File: src/rtl/vga_plot_queue.sv
// Pixel-plot request FIFO between the CPU's VGA outputs and the framebuffer writer,
// with a hardware clear-screen sequencer that fills the visible area with CLEAR_COLOR.
module vga_plot_queue #(
   parameter int unsigned DEPTH       = 16,
   parameter int unsigned X_MAX       = 159,
   parameter int unsigned Y_MAX       = 119,
   parameter logic [14:0] CLEAR_COLOR = 15'h0000
) (
   input  logic                       clock,
   input  logic                       reset,
   input  logic                       vga_plot,
   input  logic [7:0]                 vga_x,
   input  logic [6:0]                 vga_y,
   input  logic [14:0]                vga_color,
   input  logic                       clear_req,
   input  logic                       fb_ready,
   output logic                       fb_plot,
   output logic [7:0]                 fb_x,
   output logic [6:0]                 fb_y,
   output logic [14:0]                fb_color,
   output logic [$clog2(DEPTH):0]     count,
   output logic                       full,
   output logic                       busy,
   output logic                       overflow,
   output logic                       range_err
);

   localparam int unsigned AW = $clog2(DEPTH);
   localparam int unsigned CW = AW + 1;
   localparam int unsigned EW = 30;

   localparam logic [0:0] ST_RUN   = 1'b0;
   localparam logic [0:0] ST_CLEAR = 1'b1;

   logic [0:0]    state_q, state_d;
   logic [CW-1:0] count_q, count_d;
   logic [AW-1:0] rd_ptr_q, rd_ptr_d;
   logic [AW-1:0] wr_ptr_q, wr_ptr_d;
   logic [7:0]    cx_q, cx_d;
   logic [6:0]    cy_q, cy_d;
   logic          overflow_q, overflow_d;
   logic          range_err_q, range_err_d;

   logic [EW-1:0] mem_q [DEPTH];
   logic [EW-1:0] head;
   logic          in_range;
   logic          req_valid;
   logic          push;
   logic          pop;
   logic          in_clear;

   assign head     = mem_q[rd_ptr_q];
   assign in_clear = (state_q == ST_CLEAR);

   // Next-state: request qualification, FIFO bookkeeping and clear stepping
   always_comb begin
      state_d     = state_q;
      count_d     = count_q;
      rd_ptr_d    = rd_ptr_q;
      wr_ptr_d    = wr_ptr_q;
      cx_d        = cx_q;
      cy_d        = cy_q;
      overflow_d  = overflow_q;
      range_err_d = range_err_q;
      push        = 1'b0;
      pop         = 1'b0;

      in_range  = (vga_x <= 8'(X_MAX)) && (vga_y <= 7'(Y_MAX));
      req_valid = vga_plot && in_range;
      if (vga_plot && !in_range) range_err_d = 1'b1;

      if (state_q == ST_RUN && clear_req) begin
         // Flush: a request arriving this cycle survives as the sole entry
         push     = req_valid;
         state_d  = ST_CLEAR;
         cx_d     = '0;
         cy_d     = '0;
         rd_ptr_d = wr_ptr_q;
         count_d  = push ? CW'(1) : '0;
      end else begin
         pop  = (state_q == ST_RUN) && (count_q != '0) && fb_ready;
         push = req_valid && ((count_q != CW'(DEPTH)) || pop);
         if (push && !pop) count_d = count_q + CW'(1);
         else if (pop && !push) count_d = count_q - CW'(1);
         if (pop) rd_ptr_d = rd_ptr_q + AW'(1);

         if (state_q == ST_CLEAR && fb_ready) begin
            if (cx_q == 8'(X_MAX)) begin
               cx_d = '0;
               if (cy_q == 7'(Y_MAX)) begin
                  cy_d    = '0;
                  state_d = ST_RUN;
               end else begin
                  cy_d = cy_q + 7'(1);
               end
            end else begin
               cx_d = cx_q + 8'(1);
            end
         end
      end

      if (push) wr_ptr_d = wr_ptr_q + AW'(1);
      if (req_valid && !push) overflow_d = 1'b1;
   end

   always_ff @(posedge clock) begin
      if (reset) begin
         state_q     <= ST_RUN;
         count_q     <= '0;
         rd_ptr_q    <= '0;
         wr_ptr_q    <= '0;
         cx_q        <= '0;
         cy_q        <= '0;
         overflow_q  <= 1'b0;
         range_err_q <= 1'b0;
      end else begin
         state_q     <= state_d;
         count_q     <= count_d;
         rd_ptr_q    <= rd_ptr_d;
         wr_ptr_q    <= wr_ptr_d;
         cx_q        <= cx_d;
         cy_q        <= cy_d;
         overflow_q  <= overflow_d;
         range_err_q <= range_err_d;
      end
   end

   // Storage has no reset; only entries between the pointers are ever observed
   always_ff @(posedge clock) begin
      if (push) mem_q[wr_ptr_q] <= {vga_color, vga_x, vga_y};
   end

   assign fb_plot   = in_clear || (count_q != '0);
   assign fb_x      = in_clear ? cx_q : head[14:7];
   assign fb_y      = in_clear ? cy_q : head[6:0];
   assign fb_color  = in_clear ? CLEAR_COLOR : head[29:15];
   assign count     = count_q;
   assign full      = (count_q == CW'(DEPTH));
   assign busy      = in_clear || (count_q != '0);
   assign overflow  = overflow_q;
   assign range_err = range_err_q;

endmodule

File: config.mk
export PLATFORM = sky130hd
export DESIGN_NAME = vga_plot_queue
export DESIGN_NICKNAME = d
export VERILOG_FILES = /design/src/rtl/vga_plot_queue.sv
export SDC_FILE = /design/constraint.sdc
export NUM_CORES = 1
export LEC_CHECK = 0
export ABC_AREA = 0
export BUFFER_PORTS_ARGS = -buffer_cell sky130_fd_sc_hd__buf_4
export CAP_MARGIN = 30
export CORE_AREA = 4 4 193 195
export DETAILED_ROUTE_END_ITERATION = 16
export DIE_AREA = 0 0 197 199
export PLACE_DENSITY = 0.74
export SETUP_SLACK_MARGIN = 0.5
export SYNTH_ARGS = -nofsm -noshare
export SYNTH_HDL_FRONTEND = slang
export SYNTH_SLANG_ARGS = --single-unit
File: constraint.sdc
create_clock -name clock -period 5.3 [get_ports clock]
set_clock_uncertainty 0.05 [all_clocks]
set_input_delay 1.06 -clock clock [delete_from_list [all_inputs] [get_ports clock]]
set_output_delay 1.06 -clock clock [all_outputs]
set_load 0.1 [all_outputs]
[Word level (Yosys, flattened, before mapping)]
Memories as Yosys holds them, arrays and structs flattened. A register that Yosys moved wholly into a read port is not among the register bits.
Index checks and enable logic that the tools add are counted.
Word-level totals
  memories: 1
  bits in read-only memories: 0
  latch bits: 0
  output and inout port bits: 40
  input port bits: 35
  bits in writable memories: 480
  register bits after elaboration: 31
Cells by class
  eq/ne operators: 4
  bitwise gates (word level): 1
  $add $sub $neg: 6
  mux-type cells: 20
  div/mod/pow operators: 0
  $lt $le $gt $ge: 2
  multipliers: 0
  reductions and logical operators: 26
  shift operators: 0
Memories
  mem_q: words 16, bits a word 30, read ports 1, clocked after Yosys merged registers in 1, write ports 1, RTL line 44  | logic [EW-1:0] mem_q [DEPTH];
Operator list (count)
  2-to-1 mux 4 bit: 4
  2-to-1 mux 8 bit: 2
  2-to-1 mux 15 bit: 1
  2-to-1 mux 5 bit: 3
  2-to-1 mux 7 bit: 2
  logical AND 1 bit: 11
  adder 4 x 1 -> 4 bit, second input constant: 2
  adder 8 x 1 -> 8 bit, second input constant: 1
  equality test 8 bit, second input constant: 1
  <= comparator 8 bit, second input constant: 1
  2-to-1 mux 1 bit: 8
  nonzero test 2 bit: 4
  adder 7 x 1 -> 7 bit, second input constant: 1
  equality test 7 bit, second input constant: 1
  <= comparator 7 bit, second input constant: 1
  adder 5 x 1 -> 5 bit, second input constant: 1
  equality test 5 bit, second input constant: 1
  != test 5 bit, second input constant: 1
  nonzero test 5 bit: 1
  subtractor 5 x 1 -> 5 bit, second input constant: 1
  zero test 1 bit: 4
  AND reduction 3 bit: 1
  nonzero test 3 bit: 1
  logical OR 1 bit: 2
  other kinds (3): 3

[Longest topological paths before layout]
Gate-level depths: netlist (run 1).
  depth after elaboration: 10
  gate-level depth with buffers: 10

[Worst setup path before layout (run 1)]
Ideal clock, no wire load.
  kind: register to output
  from: reg state_q, in the netlist in_clear
  to: out fb_x[2]
  data arrival time: 3568 ps
  buffers on the path: 3
  path slack: 622 ps
  stages on the path, launching flop included: 7
  path through: dfxtp_1 > clkbuf_1 > or3b_2 > clkbuf_1 > clkbuf_1 > o22ai_1 > a221oi_1
On the way
  cells in the longest elaborated chain, start to end: 1
RTL lines
  start: declaration: RTL line 35  | logic [0:0] state_q, state_d;
  start signal: assignment: RTL line 117  | state_q <= state_d;
  2-to-1 mux 8 bit: RTL line 134  | assign fb_x = in_clear ? cx_q : head[14:7];
  end: declaration: RTL line 18  | output logic [7:0] fb_x,
No other way between the ends.

==> results of run 1 <==
-- path summary, 6_finish.rpt --
kind,start,endpoint,slack [ns],cells after the start
worst min register to register,cy_q[1],cy_q[1],0.42,2
worst max-delay path,flop,fb_x[0],0.85,4
worst max register to register,in_clear,mem_q[9][21],1.70,7
worst min-delay path,cy_q[1],cy_q[1],0.42,2
-- layout make-up --
class / instances / area share [%]
inverter: 17 / 0.278
clock buffer: 66 / 5.98
multi-input combinational: 394 / 20.6
timing repair buffer: 106 / 3.77
tap: 461 / 2.51
sequential: 515 / 65.8
clock inverter: 25 / 1.06
-- routing by layer --
layer / vias to the layer above / GRT usage (%) / share of wire (%)
met2: 415 / 34.6 / 49
li1: 4264 / - / -
met5: - / 0 / 0.029
met3: 62 / 4.22 / 8.1
met1: 5196 / 32.2 / 41
met4: 2 / 4.60 / 1.5
-- flip-flops by register name (all words and copies together) (netlist names), named ones only --
register   count
in_clear       1
range_err      1
cx_q           8
mem_q        480
cy_q           7
rd_ptr_q       4
wr_ptr_q       4
overflow       1
count          5
-- cells by family (layout without fill, tap and decap cells) --
| kind of cell | after synthesis | count (layout) |
|---|---|---|
| XOR/XNOR | 15 | 15 |
| buffers and inverters | 70 | 214 |
| AO/OA/AOI/OAI | 85 | 85 |
| flip-flops | 515 | 515 |
| AND/OR/NAND/NOR | 114 | 114 |
| adder cells (fa/ha/maj) | 12 | 12 |
| multiplexers | 168 | 168 |
-- critical path, delay by kind of cell (launching register included) --
family / cells / cell delay [ns]
flip-flops: 1 / 0.92
AND/OR/NAND/NOR: 1 / 0.84
AO/OA/AOI/OAI: 2 / 0.70
buffers and inverters: 1 / 0.27
-- where the power goes --
part           internal, mW  switching [mW]
logic                 0.401           0.792
clock network          2.02            1.45
registers              4.49          0.0706
-- placed cells by master (no fill, tap or decap), drive strengths merged, types with 13 or more instances in the layout --
master and count:
nand3 13, inv 20, nor2 37, nand2 20
dfxtp 35, a21oi 16, buf 106, mux2i 48
clkinv 18, o22ai 30, edfxtp 480, mux4 120
a221oi 15, clkbuf 66
==> metrics.csv, run 1 <==
stage,metric,value,unit
timing,rsz0062_at_grt,false,
clocking,cts_inserted_buffers,51,
placement,half_perimeter_wire_length_of_the_detailed_placement_result,25000,µm
die,die_span_in_x,197,µm
clocking,ctsLongestPathBuffers,3,
yosys,ranking_of_synthesized_cells_by_area,"sky130_fd_sc_hd__edfxtp_1 (72%), sky130_fd_sc_hd__mux4_2 (14%), sky130_fd_sc_hd__dfxtp_1 (3.5%)",
setup_path,path_cells,"nand3b_1, o22ai_1, a221oi_1, buf_4",
placement,buffer_ports.inserted,74,
grt,grt_util_all_layers,21.7,%
timing,achievable-frequency,225,MHz
clocking,worst_setup_hold_path_clk_slew,0.06,ns
setup_path,worst_ep_required_time,4.19,ns
routing,drt-vias-per-instance,6.27,
routing,drt_iter0_markers,1060,
pwr,static-leakage-power,7.21,nW
timing,hold_ws,0.424,ns
routing,drt_wl_total,42000,µm
clocking,tritoncts,built,
die,dieHeight,199,µm
clocking,cts.sinks,515,
yosys,synth_seq_area_share,75.5,%
routing,post_drt_wl_per_cell,26.5,µm
placement,gp_congestion,0.791,
timing,report.final.hold_viol_count,0,
clocking,holdBufCountCts,0,
yosys,synth_instances,979,
yosys,yosys.area.top_type_share,72.0,%
clocking,clk_latency,0.57,ns
timing,fin_crit,4.45,ns
yosys,postSynthNetCount,1026,
pwr,irDropWorstVdd,0.000312,V
routing,route.vias.total,9939,
routing,postRouteAntennaNets,0,
die,floorplan_core_area,35400,µm²
timing,fin_ws,0.851,ns
die,floorplan.io_pins,75,
clocking,ctsHtreeMaxLevel,2,
grt,grt_pass1_vias,10100,
yosys,ys.flop_type,sky130_fd_sc_hd__edfxtp_1,
setup_path,criticalPathCategory,flop to output pin,
placement,placedCellCount,1493,
min_path,holdCritPathClass,flop to flop,
yosys,synthAdderAreaFrac,0.788,%
yosys,synth.largest_area_cell,sky130_fd_sc_hd__edfxtp_1,
layout,post_route_cells_drive_above_1_share,28.7,%
layout,post-route-cell-area,23000,µm²
timing,finalSetupTns,0,ns
yosys,largest_family_of_logic_cells_by_synthesized_area,multiplexers,
grt,globalRouteOverflowTotal,0,
yosys,yosysWarningCount,0,
layout,final_net_count,1132,
yosys,synth.most_common_cell,sky130_fd_sc_hd__edfxtp_1,
setup_path,worst_path_largest_cell_delay,0.92,ns
grt,wire_length_of_the_first_global_routing_pass,63700,µm
layout,seq_area,15100,µm²
yosys,synth-compound-area-share,2.82,%
yosys,post_synth_instance_area,20000,µm²
placement,dpl-instance-area,21400,µm²
setup_path,cp-end-kind,output pin,
layout,fillers,2291,
setup_path,highest_delay_cell_along_the_critical_path,sky130_fd_sc_hd__dfxtp_4,
yosys,proportion_of_synthesized_flip_flops_having_asynchronous_set_or_reset,0,%
layout,multi_input_combinational_cell_area,4720,µm²
layout,layout-area-overhead-vs-synth,14.8,%
die,core.rowCount,69,
clocking,post_cts_setup_repair_bufs,0,
yosys,synth_commonest_cells,"sky130_fd_sc_hd__edfxtp_1 (480), sky130_fd_sc_hd__mux4_2 (120), sky130_fd_sc_hd__mux2i_1 (48)",
yosys,yosys-mux-area-fraction,15.9,%
routing,drt_pre_antenna_iters,5,
clocking,post_cts_resize_count,0,
pwr,totalPowerFinal,9.23,mW
grt,grt_start_max_net_pins,51,
pwr,power_density,402,nW/µm²
timing,final-max-slew-violation-count,0,
timing,setup-violations-final,0,
run,maxCapViolations,0,
yosys,ys_ff_latch,515,
setup_path,worst-path-max-fanout,50,
placement,place_worst_setup_slack,1.33,ns
yosys,yosys.area_share.xor_xnor,0.656,%
grt,initial_antenna_violation_count,1,
layout,final_cells,1584,
timing,worst_slew_pin_slew,0.896,ns
yosys,post_synth.cell_area_avg,20.4,µm²
status,run_status,completed,
clocking,clock_tree.root_cell,sky130_fd_sc_hd__clkbuf_16,
setup_path,critical_path.startpoint_type,flop,
layout,fin_util,64.9,%
layout,num_antenna_cells,0,
timing,relSlewSlack,40.3,%
die,initial_cell_density_of_the_core,56.5,%
routing,detail_route.drc_violations,0,
die,die_area,39200,µm²
yosys,synth_simple_gate_area_share,2.87,%
timing,final.period_utilization,83.9,%
yosys,ys_types,47,
yosys,synth_edf_count,480,
setup_path,worstPathArrival,3.34,ns
Power figures use the tool's default switching activity.
==> run 2, diff against run 1 <==
Settings changed: ABC_AREA 0 to 1, CORE_AREA 4 4 193 195 to 4 4 199 201, DIE_AREA 0 0 197 199 to 0 0 203 205, PLACE_DENSITY 0.74 to 0.75.
Clock period 5.3 ns to 3.8 ns, I/O delays scaled along.
==> run 2 against run 1 <==
  * Largest power group unchanged
  * Final cell count grew 49%
  * Highest routed layer is now met4
  * Total power grew 60%
  * Hold slack gained 0.0073 ns
  * Register-to-register slack lost 0.44 ns
  * Clock power grew 36%
  * Sequential share of layout area shrank 4.2 points
==> metrics.csv, run 2 <==
stage,metric,value,unit
yosys,synth_commonest_cells,"sky130_fd_sc_hd__edfxtp_1 (480), sky130_fd_sc_hd__nand2_1 (340), sky130_fd_sc_hd__nand3_1 (212)",
setup_path,worst-path-max-fanout,50,
layout,fin_util,65.3,%
timing,final.period_utilization,85.0,%
pwr,irDropWorstVdd,0.000383,V
clocking,clock_tree.root_cell,sky130_fd_sc_hd__clkbuf_16,
routing,detail_route.drc_violations,0,
grt,initial_antenna_violation_count,4,
timing,report.final.hold_viol_count,0,
die,floorplan.io_pins,75,
setup_path,criticalPathCategory,flop to output pin,
routing,drt_iter0_markers,2137,
layout,highest_count_cells_in_the_layout_ignoring_fill_and_taps,"sky130_fd_sc_hd__edfxtp_1 (480), sky130_fd_sc_hd__nand2_1 (340), sky130_fd_sc_hd__nand3_1 (212)",
setup_path,worstPathArrival,2.42,ns
yosys,ys_types,40,
die,dieHeight,205,µm
setup_path,worst_ep_required_time,2.99,ns
layout,post_route_cells_drive_above_1_share,15.4,%
timing,finalSetupTns,0,ns
status,run_status,completed,
setup_path,cp-end-kind,output pin,
yosys,post_synth.cell_area_avg,12.2,µm²
grt,grt_start_max_net_pins,76,
layout,final_net_count,1861,
clocking,cts.sinks,515,
min_path,holdCritPathClass,primary input to flop,
timing,fin_crit,3.23,ns
routing,drt_wl_total,56600,µm
timing,final-max-slew-violation-count,0,
routing,route.vias.total,14500,
routing,postRouteAntennaNets,0,
yosys,synth.most_common_cell,sky130_fd_sc_hd__edfxtp_1,
yosys,ranking_of_synthesized_cells_by_area,"sky130_fd_sc_hd__edfxtp_1 (69%), sky130_fd_sc_hd__nand2_1 (6.1%), sky130_fd_sc_hd__nand3_1 (5.1%)",
timing,achievable-frequency,310,MHz
yosys,proportion_of_synthesized_flip_flops_having_asynchronous_set_or_reset,0,%
yosys,synth_instances,1724,
placement,buffer_ports.inserted,74,
yosys,synth_seq_area_share,72.1,%
yosys,ys_ff_latch,515,
clocking,holdBufCountCts,0,
yosys,yosys.area.top_type_share,68.7,%
clocking,clk_latency,0.56,ns
timing,setup-violations-final,0,
run,maxCapViolations,0,
pwr,static-leakage-power,8.52,nW
grt,globalRouteOverflowTotal,0,
die,die_area,41600,µm²
timing,rsz0062_at_grt,false,
die,core.rowCount,71,
timing,worst_slew_pin_slew,0.624,ns
grt,grt_util_all_layers,26.7,%
clocking,tritoncts,built,
layout,layout-area-overhead-vs-synth,17.0,%
placement,gp_congestion,0.811,
placement,dpl-instance-area,22400,µm²
clocking,worst_setup_hold_path_clk_slew,0.06,ns
routing,drt-vias-per-instance,6.12,
yosys,synth.largest_area_cell,sky130_fd_sc_hd__edfxtp_1,
yosys,post_synth_instance_area,21000,µm²
die,initial_cell_density_of_the_core,55.8,%
pwr,power_density,602,nW/µm²
layout,layout_top_registers,"mem_q x480, cx_q x8, cy_q x7",
yosys,synth_edf_count,480,
setup_path,critical_path.startpoint_type,flop,
layout,regMostFlops,mem_q,
yosys,postSynthNetCount,1771,
yosys,yosysWarningCount,0,
layout,largest_register_ff_count,480,
grt,grt_pass1_vias,14300,
layout,post-route-cell-area,24500,µm²
clocking,ctsLongestPathBuffers,3,
die,floorplan_core_area,37600,µm²
grt,wire_length_of_the_first_global_routing_pass,84700,µm
layout,layout_commonest_cell,sky130_fd_sc_hd__edfxtp_1,
clocking,ctsHtreeMaxLevel,2,
timing,relSlewSlack,58.4,%
clocking,cts_inserted_buffers,49,
die,die_span_in_x,203,µm
routing,post_drt_wl_per_cell,23.9,µm
placement,half_perimeter_wire_length_of_the_detailed_placement_result,27400,µm
yosys,ys.flop_type,sky130_fd_sc_hd__edfxtp_1,
routing,drt_pre_antenna_iters,6,
[run 2: cell count changes in the layout (fill, tap and decap cells not counted), sizes merged, moves of 29 or more]
cell / delta
nand3: +200
nand2: +325
o21ai: +131
mux4: -120
a21oi: +40
mux2i: -48
o211ai: +39
nor2: +157
buf: +29
[run 2: kinds of logic after synthesis]
family / after synthesis / synth area share, %
adders and majority gates: 12 / 0.752
xor gates and xnor gates: 6 / 0.251
DFF: 515 / 72.1
AOI/OAI and AO/OA: 284 / 7.94
and+or+nand+nor: 764 / 15.4
buffers and inverters: 143 / 3.60
[run 2: power by group]
group | switching (mW) | leakage [nW] | internal (mW) | total, mW
registers | 0.0587 | 4.62 | 6.30 | 6.36
logic | 2.66 | 3.15 | 1.04 | 3.70
clock network | 2.01 | 0.752 | 2.72 | 4.73
total | 4.72 | 8.52 | 10.1 | 14.8
[run 2: cell type report]
cell class              count  area, µm²
repair buffers            141       1690
clock buffers              67       1340
repair inverters            2       20.0
diodes                      4       10.0
fillers                  2653      13000
well taps                 511        639
flip-flops and latches    515      15100
multi-input cells        1066       5350
clock inverters            20        201
inverters                  39        176
[run 2: metrics by stage]
| step | hold WS, ns | cells | setup slack [ns] | power [mW] |
|---|---|---|---|---|
| 2_1_floorplan | 0.425 | 1724 | 0.244 | 8.93 |
| 3_3_place_gp | 0.436 | 2252 | 0.665 | 9.68 |
| 3_5_place_dp | 0.430 | 2252 | 0.555 | 9.74 |
| 4_1_cts | 0.412 | 2352 | 0.464 | 14.6 |
| 5_1_grt | 0.435 | 2365 | 0.515 | 15.3 |
| 6_report | 0.431 | 2365 | 0.572 | 14.8 |
[run 2: critical path, cell delays in order, from the launching register on]
cell	delay, ns
sky130_fd_sc_hd__dfxtp_4	0.37
sky130_fd_sc_hd__buf_12	0.14
sky130_fd_sc_hd__bufbuf_16	0.35
sky130_fd_sc_hd__nand3_1	0.17
sky130_fd_sc_hd__nand3_1	0.10
sky130_fd_sc_hd__nand2_1	0.09
sky130_fd_sc_hd__nand2_1	0.06
sky130_fd_sc_hd__a22oi_2	0.34
sky130_fd_sc_hd__buf_12	0.23
[run 2: final timing paths]
path	startpoint	to	slack [ns]	depth (start not counted)
hold / removal	reset	wr_ptr_q[2]	0.43	2
hold reg to reg	range_err	range_err	0.46	2
setup / recovery	flop	fb_y[1]	0.57	8
setup reg to reg	count[0]	mem_q[13][24]	1.26	9
[run 2: repair_timing]
action                                 in CTS  in global routing
buffers inserted                            6                  4
pin swaps                                   1                  4
cloned                                      7                  5
endpoints found under the hold margin       0                  0
setup endpoints to repair                  30                 30
gates resized for setup                    31                 20
[run 2: metal layers]
metal,vias to the layer above,share of wire (%),track usage (%)
met5,-,0,0
met4,0,4.1,12.0
met3,162,10,4.65
met2,904,48,43.2
met1,7006,38,36.0
li1,6398,-,-
==> run 3, diff against run 2 <==
Settings changed: ABC_AREA 1 to 0, CORE_AREA 4 4 199 201 to 4 4 193 195, DIE_AREA 0 0 203 205 to 0 0 197 199, PLACE_DENSITY 0.75 to 0.74.
Clock period 3.8 ns to 3.1 ns, I/O delays scaled along.
==> run 3 against run 2 <==
  * The run now ends with setup timing left
  * Via count shrank 26%
  * Count of clock-buffer cells in the layout shrank 4
  * First-iteration DRC count shrank 41%
  * Register-to-register slack lost 0.88 ns
  * Setup slack lost 0.58 ns
  * Flip-flop and latch count is the same
  * Global-route usage shrank 0.78 points
  * Non-clock buffer count grew 8
  * Final cell count shrank 31%
  * Clock power grew 21%
  * Highest routed layer is now met5
==> metrics.csv, run 3 (synthesized netlist as in run 1, its figures left out) <==
stage,metric,value,unit
timing,final-max-slew-violation-count,0,
clocking,cts_inserted_buffers,50,
placement,buffer_ports.inserted,74,
timing,achievable-frequency,321,MHz
placement,half_perimeter_wire_length_of_the_detailed_placement_result,24500,µm
routing,drt-vias-per-instance,6.62,
clocking,ctsLongestPathBuffers,3,
routing,drt_wl_total,52200,µm
die,die_span_in_x,197,µm
timing,fin_crit,3.11,ns
placement,gp_congestion,0.774,
layout,final_cells,1628,
timing,worst_slew_pin_slew,0.671,ns
setup_path,path_cells,"buf_12, buf_12, buf_16, mux4_2, mux2i_2, a221oi_4, buf_12",
setup_path,worst_path_largest_cell_delay,0.52,ns
placement,placedCellCount,1509,
timing,rsz0062_at_grt,true,
setup_path,cp-end-kind,output pin,
grt,grt_start_max_net_pins,66,
setup_path,critical_path.startpoint_type,flop,
clocking,clock_tree.root_cell,sky130_fd_sc_hd__clkbuf_16,
setup_path,worstPathArrival,2.44,ns
run,maxCapViolations,0,
die,core.rowCount,69,
grt,wire_length_of_the_first_global_routing_pass,73700,µm
routing,post_drt_wl_per_cell,32.1,µm
layout,highest_count_cells_in_the_layout_ignoring_fill_and_taps,"sky130_fd_sc_hd__edfxtp_1 (480), sky130_fd_sc_hd__mux4_2 (120), sky130_fd_sc_hd__buf_4 (68)",
die,dieHeight,199,µm
grt,grt_pass1_vias,10900,
clocking,clk_latency,0.57,ns
layout,num_antenna_cells,0,
die,die_area,39200,µm²
timing,final.period_utilization,100,%
status,run_status,"finished, violations left",
routing,drt_pre_antenna_iters,5,
pwr,power_density,654,nW/µm²
grt,grt_util_all_layers,25.9,%
grt,initial_antenna_violation_count,1,
routing,postRouteAntennaNets,0,
layout,layout-area-overhead-vs-synth,27.3,%
pwr,static-leakage-power,7.92,nW
grt,globalRouteOverflowTotal,0,
layout,post_route_cells_drive_above_1_share,40.4,%
layout,layout_top_registers,"mem_q x480, cx_q x8, cy_q x7",
die,floorplan.io_pins,75,
layout,final_net_count,1174,
clocking,ctsHtreeMaxLevel,2,
setup_path,critPathMostFrequentCell,sky130_fd_sc_hd__buf_12,
die,initial_cell_density_of_the_core,56.5,%
pwr,irDropWorstVdd,0.000653,V
setup_path,criticalPathCategory,flop to output pin,
clocking,cts.sinks,515,
routing,drt_iter0_markers,1252,
timing,finalSetupTns,-0.0171,ns
setup_path,worst-path-max-fanout,8,
setup_path,ff2ff_setup_slack,0.38,ns
layout,largest_register_ff_count,480,
timing,setup-violations-final,3,
timing,fin_ws,-0.0121,ns
layout,fillers,1962,
min_path,holdCritPathClass,primary input to flop,
clocking,tritoncts,built,
layout,layout_commonest_cell,sky130_fd_sc_hd__edfxtp_1,
setup_path,worst_ep_required_time,2.43,ns
routing,route.vias.total,10800,
setup_path,highest_delay_cell_along_the_critical_path,sky130_fd_sc_hd__mux4_2,
timing,report.final.hold_viol_count,0,
layout,regMostFlops,mem_q,
timing,relSlewSlack,55.2,%
clocking,worst_setup_hold_path_clk_slew,0.06,ns
routing,detail_route.drc_violations,0,
die,floorplan_core_area,35400,µm²
status,failed_checks,setup timing,
-- run 3: cell count changes in the layout (fill, tap and decap cells not counted), sizes merged, moves of 15 or more --
cell,change
nand2,-325
nand3,-200
nor2,-157
o21ai,-131
mux4,+120
mux2i,+48
a21oi,-40
o211ai,-39
inv,-22
o221ai,-19
o22ai,+19
a221oi,+15
-- run 3: cell type report --
type,count,area [µm²],share of cell area (%)
sequential,515,15100,59.4
multi-input combinational,394,5950,23.4
timing repair buffer,149,2230,8.76
clock buffer,63,1320,5.19
tap,461,577,2.26
clock inverter,29,191,0.751
inverter,17,63.8,0.250
-- run 3: final timing paths --
| check | start | endpoint | cells after the start |
|---|---|---|---|
| worst max-delay path | flop | fb_y[1] | 7 |
| worst min-delay path | vga_color[5] | mem_q[2][20] | 1 |
| worst max register to register | count[3] | count[4] | 10 |
| worst min register to register | range_err | range_err | 2 |
-- run 3: report_power, final --
part | switching, mW | total [mW] | internal (mW)
Combinational | 1.82 | 3.22 | 1.39
Clock | 2.58 | 5.70 | 3.11
Sequential | 0.0673 | 7.75 | 7.68
Total | 4.47 | 16.7 | 12.2
-- run 3: timing repair --
| action | CTS | global route |
|---|---|---|
| gates cloned | 10 | 5 |
| resized for setup | 200 | 25 |
| buffers inserted | 11 | 1 |
| pin swaps | 11 | 14 |
| endpoints found under the setup margin | 33 | 33 |
| hold buffers | 0 | 0 |
-- run 3: routing by layer --
metal  global-route usage [%]  routed length (µm)
met1                     36.5               19800
met2                     43.0               26200
met3                     5.54                5120
met4                     5.68                1090
met5                        0                  10
-- run 3: worst max-delay path, delay by kind of cell, from the launching register on --
family / cells / cell delay, ns
muxes: 2 / 0.77
buffers and inverters: 4 / 0.60
DFF: 1 / 0.39
AOI/OAI and AO/OA: 1 / 0.12
-- run 3: through the flow --
step | hold slack [ns] | area, µm² | utilization [%] | setup slack (ns) | power [mW]
after CTS | 0.266 | 25100 | 71.0 | -0.0162 | 16.5
after detailed placement | 0.421 | 22300 | 63.0 | 0.140 | 10.3
final | 0.283 | 25500 | 72.0 | -0.0121 | 16.7
after global placement | 0.405 | 22300 | 63.0 | 0.202 | 10.2
after global routing | 0.285 | 25500 | 72.0 | -0.0690 | 17.2
after floorplan | 0.399 | 20800 | - | 0.348 | 9.73
